==> config.mk <==
export PLATFORM = sky130hd
export DESIGN_NAME = writeback_arbiter
export DESIGN_NICKNAME = d
export VERILOG_FILES = /design/src/rtl/writeback_arbiter_pkg.sv /design/src/rtl/writeback_fifo.sv /design/src/rtl/writeback_arbiter.sv
export SDC_FILE = /design/constraint.sdc
export NUM_CORES = 1
export LEC_CHECK = 0
export CAP_MARGIN = 20
export CORE_MARGIN = 5
export CORE_UTILIZATION = 30
export CTS_BUF_LIST = sky130_fd_sc_hd__clkbuf_16
export DETAILED_ROUTE_END_ITERATION = 16
export PLACE_DENSITY_LB_ADDON = 0.3
export SYNTH_ARGS = -nofsm -noshare
export SYNTH_HDL_FRONTEND = slang
export SYNTH_HIERARCHICAL = 1
export SYNTH_SLANG_ARGS = --single-unit
==> constraint.sdc <==
create_clock -name clk_i -period 3.23 [get_ports clk_i]
set_clock_uncertainty 0.15 [all_clocks]
set_input_delay 0.646 -clock clk_i [delete_from_list [all_inputs] [get_ports clk_i]]
set_output_delay 0.646 -clock clk_i [all_outputs]
set_load 0.02 [all_outputs]
==> src/rtl/writeback_arbiter_pkg.sv <==
// Shared register-file types: architectural register names, the result
// record produced by functional units, and the register-file write record.
package writeback_arbiter_pkg;

  typedef enum logic [4:0] {
    REG_ZERO, REG_X1,  REG_X2,  REG_X3,  REG_X4,  REG_X5,  REG_X6,  REG_X7,
    REG_X8,   REG_X9,  REG_X10, REG_X11, REG_X12, REG_X13, REG_X14, REG_X15,
    REG_X16,  REG_X17, REG_X18, REG_X19, REG_X20, REG_X21, REG_X22, REG_X23,
    REG_X24,  REG_X25, REG_X26, REG_X27, REG_X28, REG_X29, REG_X30, REG_X31
  } register_e;

  typedef struct packed {
    register_e   address;
    logic [31:0] data;
  } writeback_result_t;

  typedef struct packed {
    logic        enable;
    register_e   address;
    logic [31:0] data;
  } register_file_write_t;

endpackage

==> src/rtl/writeback_fifo.sv <==
// Per-source result FIFO.
//   clk_i/rst_ni : clock, synchronous active-low reset
//   push_i/data_i: enqueue (ignored when full)
//   pop_i        : dequeue head (ignored when empty)
//   empty_o/head_o/count_o : status, oldest entry, occupancy
//   entries_o/entry_valid_o: raw storage view for simulation checks
module writeback_fifo
  import writeback_arbiter_pkg::*;
#(
  parameter  int unsigned Depth = 2,
  localparam int unsigned CntW  = $clog2(Depth + 1)
) (
  input  logic                            clk_i,
  input  logic                            rst_ni,
  input  logic                            push_i,
  input  writeback_result_t               data_i,
  input  logic                            pop_i,
  output logic                            empty_o,
  output writeback_result_t               head_o,
  output logic [CntW-1:0]                 count_o,
  output writeback_result_t [Depth-1:0]   entries_o,
  output logic [Depth-1:0]                entry_valid_o
);

  localparam int unsigned PtrW = (Depth > 1) ? $clog2(Depth) : 1;

  writeback_result_t r_mem [Depth];
  logic [PtrW-1:0]   r_rd;
  logic [PtrW-1:0]   r_wr;
  logic [CntW-1:0]   r_count;
  logic [Depth-1:0]  r_valid;
  logic              w_full;
  logic              w_push;
  logic              w_pop;

  function automatic logic [PtrW-1:0] ptr_inc(input logic [PtrW-1:0] p);
    return (p == PtrW'(Depth - 1)) ? '0 : p + 1'b1;
  endfunction

  assign w_full  = (r_count == CntW'(Depth));
  assign empty_o = (r_count == '0);
  assign w_push  = push_i && !w_full;
  assign w_pop   = pop_i && !empty_o;
  assign head_o  = r_mem[r_rd];
  assign count_o = r_count;
  assign entry_valid_o = r_valid;

  always_comb begin
    entries_o = '0;
    for (int unsigned j = 0; j < Depth; j++) begin
      entries_o[j] = r_mem[j];
    end
  end

  always_ff @(posedge clk_i) begin
    if (!rst_ni) begin
      r_rd    <= '0;
      r_wr    <= '0;
      r_count <= '0;
      r_valid <= '0;
    end else begin
      if (w_pop) begin
        r_rd           <= ptr_inc(r_rd);
        r_valid[r_rd]  <= 1'b0;
      end
      if (w_push) begin
        r_mem[r_wr]    <= data_i;
        r_wr           <= ptr_inc(r_wr);
        r_valid[r_wr]  <= 1'b1;
      end
      case ({w_push, w_pop})
        2'b10:   r_count <= r_count + 1'b1;
        2'b01:   r_count <= r_count - 1'b1;
        default: r_count <= r_count;
      endcase
    end
  end

`ifndef SYNTHESIS
  always_ff @(posedge clk_i) begin
    if (rst_ni) begin
      assert (!(push_i && w_full))
        else $error("writeback_fifo: push while full");
    end
  end
`endif

endmodule

==> src/rtl/writeback_arbiter.sv <==
// Writeback stage: buffers results from SourceCount functional units,
// retires one per cycle round-robin into the register-file write port,
// and counts retired results.
//   clk_i/rst_ni    : clock, synchronous active-low reset
//   result_valid_i  : per-source result present
//   result_ready_o  : per-source FIFO has space (registered occupancy only)
//   result_i        : per-source {address, data}
//   write_o         : registered {enable, address, data} to write port 0
//   retire_count_o  : 64-bit count of retired results (feeds minstret)
module writeback_arbiter
  import writeback_arbiter_pkg::*;
#(
  parameter int unsigned SourceCount = 3,
  parameter int unsigned FifoDepth   = 2
) (
  input  logic                                clk_i,
  input  logic                                rst_ni,
  input  logic              [SourceCount-1:0] result_valid_i,
  output logic              [SourceCount-1:0] result_ready_o,
  input  writeback_result_t [SourceCount-1:0] result_i,
  output register_file_write_t                write_o,
  output logic [63:0]                         retire_count_o
);

  localparam int unsigned GW   = (SourceCount > 1) ? $clog2(SourceCount) : 1;
  localparam int unsigned CntW = $clog2(FifoDepth + 1);

  logic              [SourceCount-1:0] w_empty;
  logic              [SourceCount-1:0] w_pop;
  writeback_result_t                   w_heads   [SourceCount];
  logic [CntW-1:0]                     w_count   [SourceCount];
  writeback_result_t [FifoDepth-1:0]   w_entries [SourceCount];
  logic [FifoDepth-1:0]                w_evalid  [SourceCount];

  logic [GW-1:0]     r_last_grant;
  logic [GW-1:0]     w_winner;
  logic              w_found;
  writeback_result_t w_head;

  for (genvar i = 0; i < SourceCount; i++) begin : g_src
    assign result_ready_o[i] = (w_count[i] < CntW'(FifoDepth));
    assign w_pop[i]          = w_found && (w_winner == GW'(i));

    writeback_fifo #(.Depth(FifoDepth)) u_fifo (
      .clk_i         (clk_i),
      .rst_ni        (rst_ni),
      .push_i        (result_valid_i[i] && result_ready_o[i]),
      .data_i        (result_i[i]),
      .pop_i         (w_pop[i]),
      .empty_o       (w_empty[i]),
      .head_o        (w_heads[i]),
      .count_o       (w_count[i]),
      .entries_o     (w_entries[i]),
      .entry_valid_o (w_evalid[i])
    );
  end

  // Scan sources starting just after the last grant; first non-empty wins.
  always_comb begin
    int unsigned idx;
    w_found  = 1'b0;
    w_winner = '0;
    idx      = 0;
    for (int unsigned k = 1; k <= SourceCount; k++) begin
      idx = (32'(r_last_grant) + k) % SourceCount;
      if (!w_found && !w_empty[idx]) begin
        w_found  = 1'b1;
        w_winner = GW'(idx);
      end
    end
  end

  assign w_head = w_heads[w_winner];

  always_ff @(posedge clk_i) begin
    if (!rst_ni) begin
      write_o        <= '0;
      retire_count_o <= '0;
      r_last_grant   <= GW'(SourceCount - 1);
    end else if (w_found) begin
      write_o.enable  <= (w_head.address != REG_ZERO);
      write_o.address <= w_head.address;
      write_o.data    <= w_head.data;
      retire_count_o  <= retire_count_o + 64'd1;
      r_last_grant    <= w_winner;
    end else begin
      write_o.enable  <= 1'b0;
    end
  end

`ifndef SYNTHESIS
  always_ff @(posedge clk_i) begin
    if (rst_ni) begin
      assert (!(write_o.enable && write_o.address == REG_ZERO))
        else $error("writeback_arbiter: write enable to x0");
      for (int unsigned a = 0; a < SourceCount; a++) begin
        for (int unsigned b = a + 1; b < SourceCount; b++) begin
          for (int unsigned x = 0; x < FifoDepth; x++) begin
            for (int unsigned y = 0; y < FifoDepth; y++) begin
              assert (!(w_evalid[a][x] && w_evalid[b][y] &&
                        w_entries[a][x].address != REG_ZERO &&
                        w_entries[a][x].address == w_entries[b][y].address))
                else $error("writeback_arbiter: same register in flight from two sources");
            end
          end
        end
      end
    end
  end
`endif

endmodule

==> flow_metrics.py, run 1 <==
metrics = {
    "yosys": {
        "yosysWarnings": 6,
        "synth_area_sq_um": 14200,
        "synthesis.nets": 1185,
        "postSynthAreaPerCell_sq_um": 13.3,
        "synthCells": 1064,
    },
    "drt": {
        "wl_met2_microns": 18500,
        "drt_wl_total_microns": 38500,
        "drt_iter0_drc": 616,
        "ant_nets": 0,
        "via_count": 9409,
        "wl_met3_microns": 2480,
        "drcViolationCount": 0,
        "via_per_inst": 4.84,
        "first_pass_iters": 5,
        "wl_met1_microns": 16600,
        "top_layer_used": "met5",
        "routedWlPerCell_microns": 19.8,
    },
    "grt": {
        "track_usage_pct": 14.5,
        "grt_pass1_wl_microns": 57000,
        "grt_pass1_vias": 9457,
        "grt_max_degree": 67,
        "grt_overflow": 0,
        "antenna_found_initial": 10,
    },
    "worst_setup_path": {
        "timing.rr.start": "r_last_grant[0]",
        "r2r_slack_ns": 0.26,
        "critPathMostFrequentCell": "a21oi_1",
        "startpoint_type": "register",
        "required_ns": 3.57,
        "cp_slowest_stage_delay_ns": 0.46,
        "timing.rr.end": "write_o[36]",
        "ff2ff_path_depth": 10,
        "slowest_stage": "buf_4",
        "worstPathCellList": "inv_1 > ha_2 > mux2i_1 > o21ai_2 > nand2_1 > o21ai_4 > buf_4 > a21oi_1 > a211o_1 > a21oi_1",
        "worstSetupEndpointType": "register",
        "cp.arrival_ns": 3.31,
        "path_class": "reg2reg",
        "cp_max_fo": 33,
    },
    "sta": {
        "max-slew-margin-rel_pct": 56.6,
        "maxSlewViolCount": 0,
        "rsz0062_at_grt": "no",
        "setup_violations": 0,
        "tightest_slew_ns": 0.651,
        "hold_viol": 0,
        "max_freq_ghz": 0.336,
        "holdWs_ns": 0.330,
        "min_period_ns": 2.97,
        "setup_tns_ns": 0,
        "finalCritPeriodShare_pct": 92.0,
    },
    "die": {
        "initial_utilization_pct": 30.4,
        "boundaryPins": 221,
        "die_area_sq_um": 51800,
        "rows": 79,
        "die_width_microns": 228,
        "die-height_microns": 228,
        "core_sq_um": 46700,
    },
    "cts": {
        "cts_made_buffers": 38,
        "clk_latency_ns": 0.56,
        "h-tree-depth": 2,
        "cts_tree": "done",
        "cts_sinks": 341,
        "path_clk_slew_ns": 0.06,
        "cts_hold_buf": 0,
        "cts_root_buffer": "clkbuf_16",
        "ctsLongestPathBuffers": 3,
    },
    "worst_hold_path": {
        "min_path_cells": 2,
        "hold_start": "write_o[36]",
        "hold_end": "write_o[36]",
        "hold_path_class": "reg2reg",
    },
    "power": {
        "max-vdd-ir-drop_mv": 0.583,
        "power_density_nw_per_um2": 892,
        "leakage_nw": 6.18,
    },
    "placement": {
        "place_congestion": 0.749,
        "numPortBuffers": 220,
        "place_hpwl_microns": 26300,
    },
    "run_status": {
        "run_status": "complete, no violations",
    },
    "job": {
        "maxCapViolCount": 0,
    },
    "final_layout": {
        "synthToLayoutAreaGrowth_pct": 30.6,
        "fill_cells": 4460,
        "nNetsFinal": 1429,
        "drive_gt1_share_pct": 16.8,
    },
}
## through the flow
step                      instances  worst slack [ns]  util (%)  cell area (sq um)  power, W
final                          1944             0.258      39.7              18500    0.0165
after global routing           1944            0.0507      39.7              18500    0.0175
after CTS                      1943             0.134      39.7              18500    0.0168
after detailed placement       1875             0.148      37.2              17400    0.0127
after global placement         1875             0.221      37.2              17400    0.0126
after floorplan                1064            0.0264         -              14200    0.0103
## placed cells by master (no fill, tap or decap), types with 24 or more instances in the layout
cell	n
a211oi_1	32
a22oi_1	32
edfxtp_1	222
or3_1	28
mux2_1	30
nand2_1	35
a21oi_1	52
nor2_1	81
inv_1	39
clkdlybuf4s50_1	220
mux2_2	113
nand3_1	24
clkbuf_16	39
xor2_1	24
dfxtp_1	116
## routing by layer
metal / GRT usage [%] / vias to the layer above
met5: 0 / -
met4: 4.05 / 18
met3: 3.89 / 64
met2: 24.4 / 240
met1: 18.5 / 4575
li1: - / 4512
## critical path: cells and delay by family, from the launching register on
| kind | cells | cell delay, ns |
|---|---|---|
| multiplexers | 1 | 0.15 |
| buffers and inverters | 2 | 0.54 |
| AND/OR/NAND/NOR | 1 | 0.16 |
| AO/OA/AOI/OAI | 5 | 1.10 |
| adder cells (fa/ha/maj) | 1 | 0.43 |
| flip-flops | 1 | 0.38 |
## worst max path at each step
| stage | startpoint | end |
|---|---|---|
| after global routing | r_last_grant[0] | g_src[2].u_fifo/count_o[0] |
| after CTS | g_src[2].u_fifo/count_o[1] | write_o[37] |
| after floorplan | result_valid_i[1] | g_src[1].u_fifo/r_mem[0][0] |
| final | r_last_grant[0] | write_o[36] |
| after detailed placement | g_src[2].u_fifo/count_o[1] | write_o[37] |
| after global placement | r_last_grant[0] | retire_count_o[63] |
## cell type report
class                   count  area [sq um]  area share (%)
multi-input cells         644          4830            26.0
repair buffers            254          2650            14.3
diodes                      1          2.50          0.0135
inverters                  29           110           0.594
clock inverters            29           168           0.904
flip-flops and latches    341          9050            48.8
well taps                 607           759            4.10
clock buffers              39           976            5.26
## registers in the layout, indices dropped and copies added (netlist names), named ones only
name and flops:
retire_count_o 64, write_o 38, r_last_grant 2, g_src.u_fifo/count_o 6
g_src.u_fifo/r_wr 3, g_src.u_fifo/r_rd 3, g_src.u_fifo/r_mem 222
## timing repair
| item | CTS | global route |
|---|---|---|
| setup buffers | 0 | 0 |
| gates resized for setup | 0 | 4 |
| setup endpoints to repair | 0 | 16 |
## power breakdown
part	switching [W]	internal, W	total (W)
Combinational	0.00394	0.00297	0.00691
Clock	0.00175	0.00221	0.00396
Sequential	0.000363	0.00531	0.00567
(Power assumes the default switching activity.)
==> run 2, diff against run 1 <==
- PLACE_DENSITY: default -> 0.61
- PLACE_DENSITY_LB_ADDON: 0.3 -> default
==> flow_metrics.py, run 2 (synthesis gave the netlist of run 1 again) <==
metrics = {
    "cts": {
        "cts_root_buffer": "clkbuf_16",
        "cts_sinks": 341,
        "cts_made_buffers": 38,
        "ctsLongestPathBuffers": 3,
        "cts_tree": "done",
        "clk_latency_ns": 0.53,
        "path_clk_slew_ns": 0.06,
        "cts_hold_buf": 0,
        "h-tree-depth": 2,
    },
    "power": {
        "leakage_nw": 6.21,
        "power.total_w": 0.0168,
        "max-vdd-ir-drop_mv": 0.655,
        "power_density_nw_per_um2": 906,
    },
    "grt": {
        "track_usage_pct": 14.0,
        "grt_util_met1_pct": 18.2,
        "busiest_layer": "met2",
        "use_met2_pct": 23.4,
        "grt_pass1_wl_microns": 55700,
        "grt_max_degree": 67,
        "grt_pass1_vias": 9511,
        "grt_overflow": 0,
        "met3_usage_pct": 3.65,
        "antenna_found_initial": 5,
    },
    "die": {
        "die_area_sq_um": 51800,
        "core_sq_um": 46700,
        "rows": 79,
        "die-height_microns": 228,
        "die_width_microns": 228,
        "boundaryPins": 221,
        "initial_utilization_pct": 30.4,
    },
    "worst_setup_path": {
        "ff2ff_path_depth": 9,
        "timing.rr.end": "write_o[37]",
        "timing.rr.start": "r_last_grant[0]",
        "r2r_slack_ns": 0.16,
        "cp_max_fo": 9,
        "cp.arrival_ns": 3.33,
        "path_class": "reg2reg",
        "required_ns": 3.49,
        "worstSetupEndpointType": "register",
        "startpoint_type": "register",
    },
    "sta": {
        "setup_tns_ns": 0,
        "min_period_ns": 3.07,
        "rsz0062_at_grt": "no",
        "max_freq_ghz": 0.326,
        "max-slew-margin-rel_pct": 60.2,
        "hold_viol": 0,
        "maxSlewViolCount": 0,
        "setup_violations": 0,
        "finalCritPeriodShare_pct": 95.0,
        "tightest_slew_ns": 0.592,
    },
    "drt": {
        "drt_wl_total_microns": 37100,
        "via_count": 9472,
        "drcViolationCount": 0,
        "routedWlPerCell_microns": 19.1,
        "drt_iter0_drc": 767,
        "first_pass_iters": 5,
        "via_per_inst": 4.87,
        "ant_nets": 0,
    },
    "final_layout": {
        "instances_no_fill": 1945,
        "drive_gt1_share_pct": 16.7,
        "largest_reg_flops": 222,
        "fin_util_pct": 39.8,
        "synthToLayoutAreaGrowth_pct": 30.9,
        "top_register": "g_src.u_fifo/r_mem",
        "nNetsFinal": 1429,
        "final_common_cell": "edfxtp_1",
        "design_area_sq_um": 18600,
        "largestRegisters": "g_src.u_fifo/r_mem (222), retire_count_o (64), write_o (38)",
        "final_cell_mix": "edfxtp_1 (222), clkdlybuf4s50_1 (220), dfxtp_1 (116)",
    },
    "placement": {
        "place_hpwl_microns": 25300,
        "place_inst": 1874,
        "place_congestion": 0.796,
        "dpl_cell_area_sq_um": 17400,
        "numPortBuffers": 220,
    },
    "worst_hold_path": {
        "hold_path_class": "reg2reg",
        "min_path_cells": 2,
        "hold_end": "write_o[32]",
        "hold_start": "write_o[32]",
    },
    "run_status": {
        "run_status": "complete, no violations",
    },
    "job": {
        "maxCapViolCount": 0,
    },
}
## run 2: cell count changes in the layout (fill, tap and decap cells not counted), moves of 2 or more
cell / previous run / this run
clkinv_4: 0 / 2
inv_1: 39 / 37
clkinvlp_4: 2 / 0
bufinv_16: 0 / 2
## run 2: worst max-delay path by stage
stage / endpoint / start / depth (start not counted)
6_report: write_o[37] / r_last_grant[0] / 9
3_3_place_gp: retire_count_o[63] / r_last_grant[0] / 9
3_5_place_dp: write_o[9] / r_last_grant[0] / 10
2_1_floorplan: g_src[1].u_fifo/r_mem[0][0] / result_valid_i[1] / 3
5_1_grt: retire_count_o[63] / r_last_grant[0] / 9
4_1_cts: write_o[9] / r_last_grant[0] / 10
## run 2: stage by stage
step	setup WS (ns)	hold WS, ns
CTS	0.152	0.307
global placement	0.258	0.289
floorplan	0.0264	0.317
finish	0.161	0.304
global route	0.00235	0.323
detailed placement	0.168	0.300
## run 2: area by class of cell
| class | count | area, sq um |
|---|---|---|
| Inverter | 29 | 110 |
| Clock inverter | 28 | 200 |
| Multi-Input combinational cell | 644 | 4820 |
| Antenna cell | 2 | 5.00 |
| Tap cell | 607 | 759 |
| Timing Repair Buffer | 254 | 2650 |
| Fill cell | 4402 | 28100 |
| Sequential cell | 341 | 9050 |
| Clock buffer | 40 | 1000 |
## run 2: worst max-delay path: stages, from the launching register on
cell and delay, ns:
dfxtp_1 0.38, inv_1 0.08, ha_1 0.47, mux2i_1 0.32
o21a_2 0.22, o32ai_2 0.14, o21a_1 0.22, a311oi_1 0.51
o22ai_1 0.15, o311a_1 0.31
## run 2: layer usage
metal	wire length (microns)	up-vias
met5	44	-
met4	806	6
met3	2890	60
met2	17700	312
met1	15700	4594
li1	-	4500
## run 2: what timing repair did
| action | 4_1_cts | 5_1_grt |
|---|---|---|
| resized for setup | 0 | 1 |
| setup endpoints to repair | 0 | 3 |
| setup buffers | 0 | 1 |
## run 2: report_power, final
group / switching (W) / internal [W] / leakage (nW)
Sequential: 0.000369 / 0.00531 / 3.01
Combinational: 0.00396 / 0.00308 / 2.58
Clock: 0.00172 / 0.00241 / 0.621
==> run 3, diff against run 2 <==
- CTS_CLUSTER_SIZE: default -> 20
- PLACE_DENSITY: 0.61 -> 0.6
- SLEW_MARGIN: default -> 20
- clock period: 3.23 -> 3.9 ns (I/O delays scaled with it)
==> flow_metrics.py, run 3 (synthesis gave the netlist of run 1 again) <==
metrics = {
    "run_status": {
        "run_status": "complete, no violations",
    },
    "final_layout": {
        "largest_reg_flops": 222,
        "final_cell_mix": "edfxtp_1 (222), clkdlybuf4s50_1 (220), dfxtp_1 (116)",
        "synthToLayoutAreaGrowth_pct": 29.5,
        "top_register": "g_src.u_fifo/r_mem",
        "nNetsFinal": 1414,
        "final_common_cell": "edfxtp_1",
        "drive_gt1_share_pct": 16.0,
        "largestRegisters": "g_src.u_fifo/r_mem (222), retire_count_o (64), write_o (38)",
        "fin_util_pct": 39.4,
    },
    "worst_setup_path": {
        "worstPathCellList": "inv_1 > ha_1 > mux2i_1 > o21ai_2 > nand2_1 > o21a_1 > nor3_1 > o21ai_0 > xor2_1 > nor2_1",
        "r2r_slack_ns": 0.45,
        "worstSetupEndpointType": "register",
        "path_class": "reg2reg",
        "startpoint_type": "register",
        "slowest_stage": "nor3_1",
        "cp_slowest_stage_delay_ns": 0.60,
        "required_ns": 4.19,
        "cp.arrival_ns": 3.74,
        "cp_max_fo": 9,
    },
    "placement": {
        "numPortBuffers": 220,
        "place_congestion": 0.781,
        "place_hpwl_microns": 25200,
    },
    "power": {
        "clockPowerShare_pct": 26.2,
        "seqPwrFrac_pct": 34.9,
        "p_int_w": 0.00872,
        "switchingPower_w": 0.00495,
        "power_density_nw_per_um2": 743,
        "combPwrFrac_pct": 39.0,
        "max-vdd-ir-drop_mv": 0.591,
        "leakage_nw": 6.14,
        "switching_share_pct": 36.2,
    },
    "die": {
        "initial_utilization_pct": 30.4,
        "rows": 79,
        "die_area_sq_um": 51800,
        "die_width_microns": 228,
        "boundaryPins": 221,
        "core_sq_um": 46700,
        "die-height_microns": 228,
    },
    "grt": {
        "grt_max_degree": 59,
        "grt_pass1_wl_microns": 56600,
        "grt_overflow": 0,
        "antenna_found_initial": 7,
        "grt_pass1_vias": 9539,
        "track_usage_pct": 14.3,
    },
    "drt": {
        "via_count": 9411,
        "drt_wl_total_microns": 37900,
        "drt_iter0_drc": 629,
        "routedWlPerCell_microns": 19.6,
        "ant_nets": 0,
        "via_per_inst": 4.87,
        "first_pass_iters": 5,
        "drcViolationCount": 0,
    },
    "sta": {
        "setup_tns_ns": 0,
        "setup_violations": 0,
        "hold_viol": 0,
        "min_period_ns": 3.45,
        "maxSlewViolCount": 0,
        "tightest_slew_ns": 0.831,
        "holdWs_ns": 0.302,
        "finalCritPeriodShare_pct": 88.6,
        "max_freq_ghz": 0.289,
        "max-slew-margin-rel_pct": 44.6,
        "rsz0062_at_grt": "no",
    },
    "cts": {
        "cts_root_buffer": "clkbuf_16",
        "cts_sinks": 341,
        "cts_hold_buf": 0,
        "h-tree-depth": 2,
        "ctsLongestPathBuffers": 3,
        "clk_latency_ns": 0.54,
        "path_clk_slew_ns": 0.06,
        "cts_made_buffers": 39,
        "cts_setup_buffers": 0,
        "cts_tree": "done",
        "cts_resized": 0,
    },
    "worst_hold_path": {
        "hold_path_class": "reg2reg",
    },
    "job": {
        "maxCapViolCount": 0,
    },
}
==> run 3: power by group through the flow <==
stage                     Combinational (W)  Clock, W  Sequential [W]
after floorplan                     0.00374         0         0.00482
after global placement              0.00524         0         0.00484
after detailed placement            0.00535         0         0.00484
after CTS                           0.00538   0.00369         0.00478
after global routing                0.00579   0.00385         0.00482
final                               0.00532   0.00357         0.00476
==> run 3: metal layers <==
metal / routed length (microns) / GRT usage (%)
met1: 16400 / 18.2
met5: 66 / 0
met3: 2360 / 3.47
met4: 915 / 4.46
met2: 18100 / 24.0
==> run 3: path summary, 6_finish.rpt <==
kind                        start                   end  cells past startpoint
setup / recovery  r_last_grant[0]  g_src[1].u_fifo/r_rd                     10
hold / removal        write_o[33]           write_o[33]                      2
setup reg to reg  r_last_grant[0]  g_src[1].u_fifo/r_rd                     10
hold reg to reg       write_o[33]           write_o[33]                      2
==> run 3: worst max-delay path, delay by kind of cell (launching register included) <==
kind / cells / cell delay, ns
mux: 1 / 0.17
flops: 1 / 0.38
xor+xnor: 1 / 0.23
simple gates: 3 / 0.88
fa+ha+maj: 1 / 0.48
compound gates: 3 / 0.98
buf+inv: 1 / 0.08
==> run 3: area by class of cell <==
cell class / instances / area (sq um)
antenna: 3 / 7.51
clock buffer: 41 / 1030
clock inverter: 31 / 229
fill: 4462 / 28300
inverter: 29 / 110
multi-input combinational: 644 / 4810
sequential: 341 / 9050
tap: 607 / 759
timing repair buffer: 238 / 2390
==> run 3: through the flow <==
step	setup slack, ns	cell area, sq um	power (W)	cells
after floorplan	0.562	14200	0.00856	1064
after global placement	0.633	17100	0.0101	1859
after detailed placement	0.503	17100	0.0102	1859
after CTS	0.490	18400	0.0139	1931
after global routing	0.261	18400	0.0145	1933
final	0.445	18400	0.0137	1934
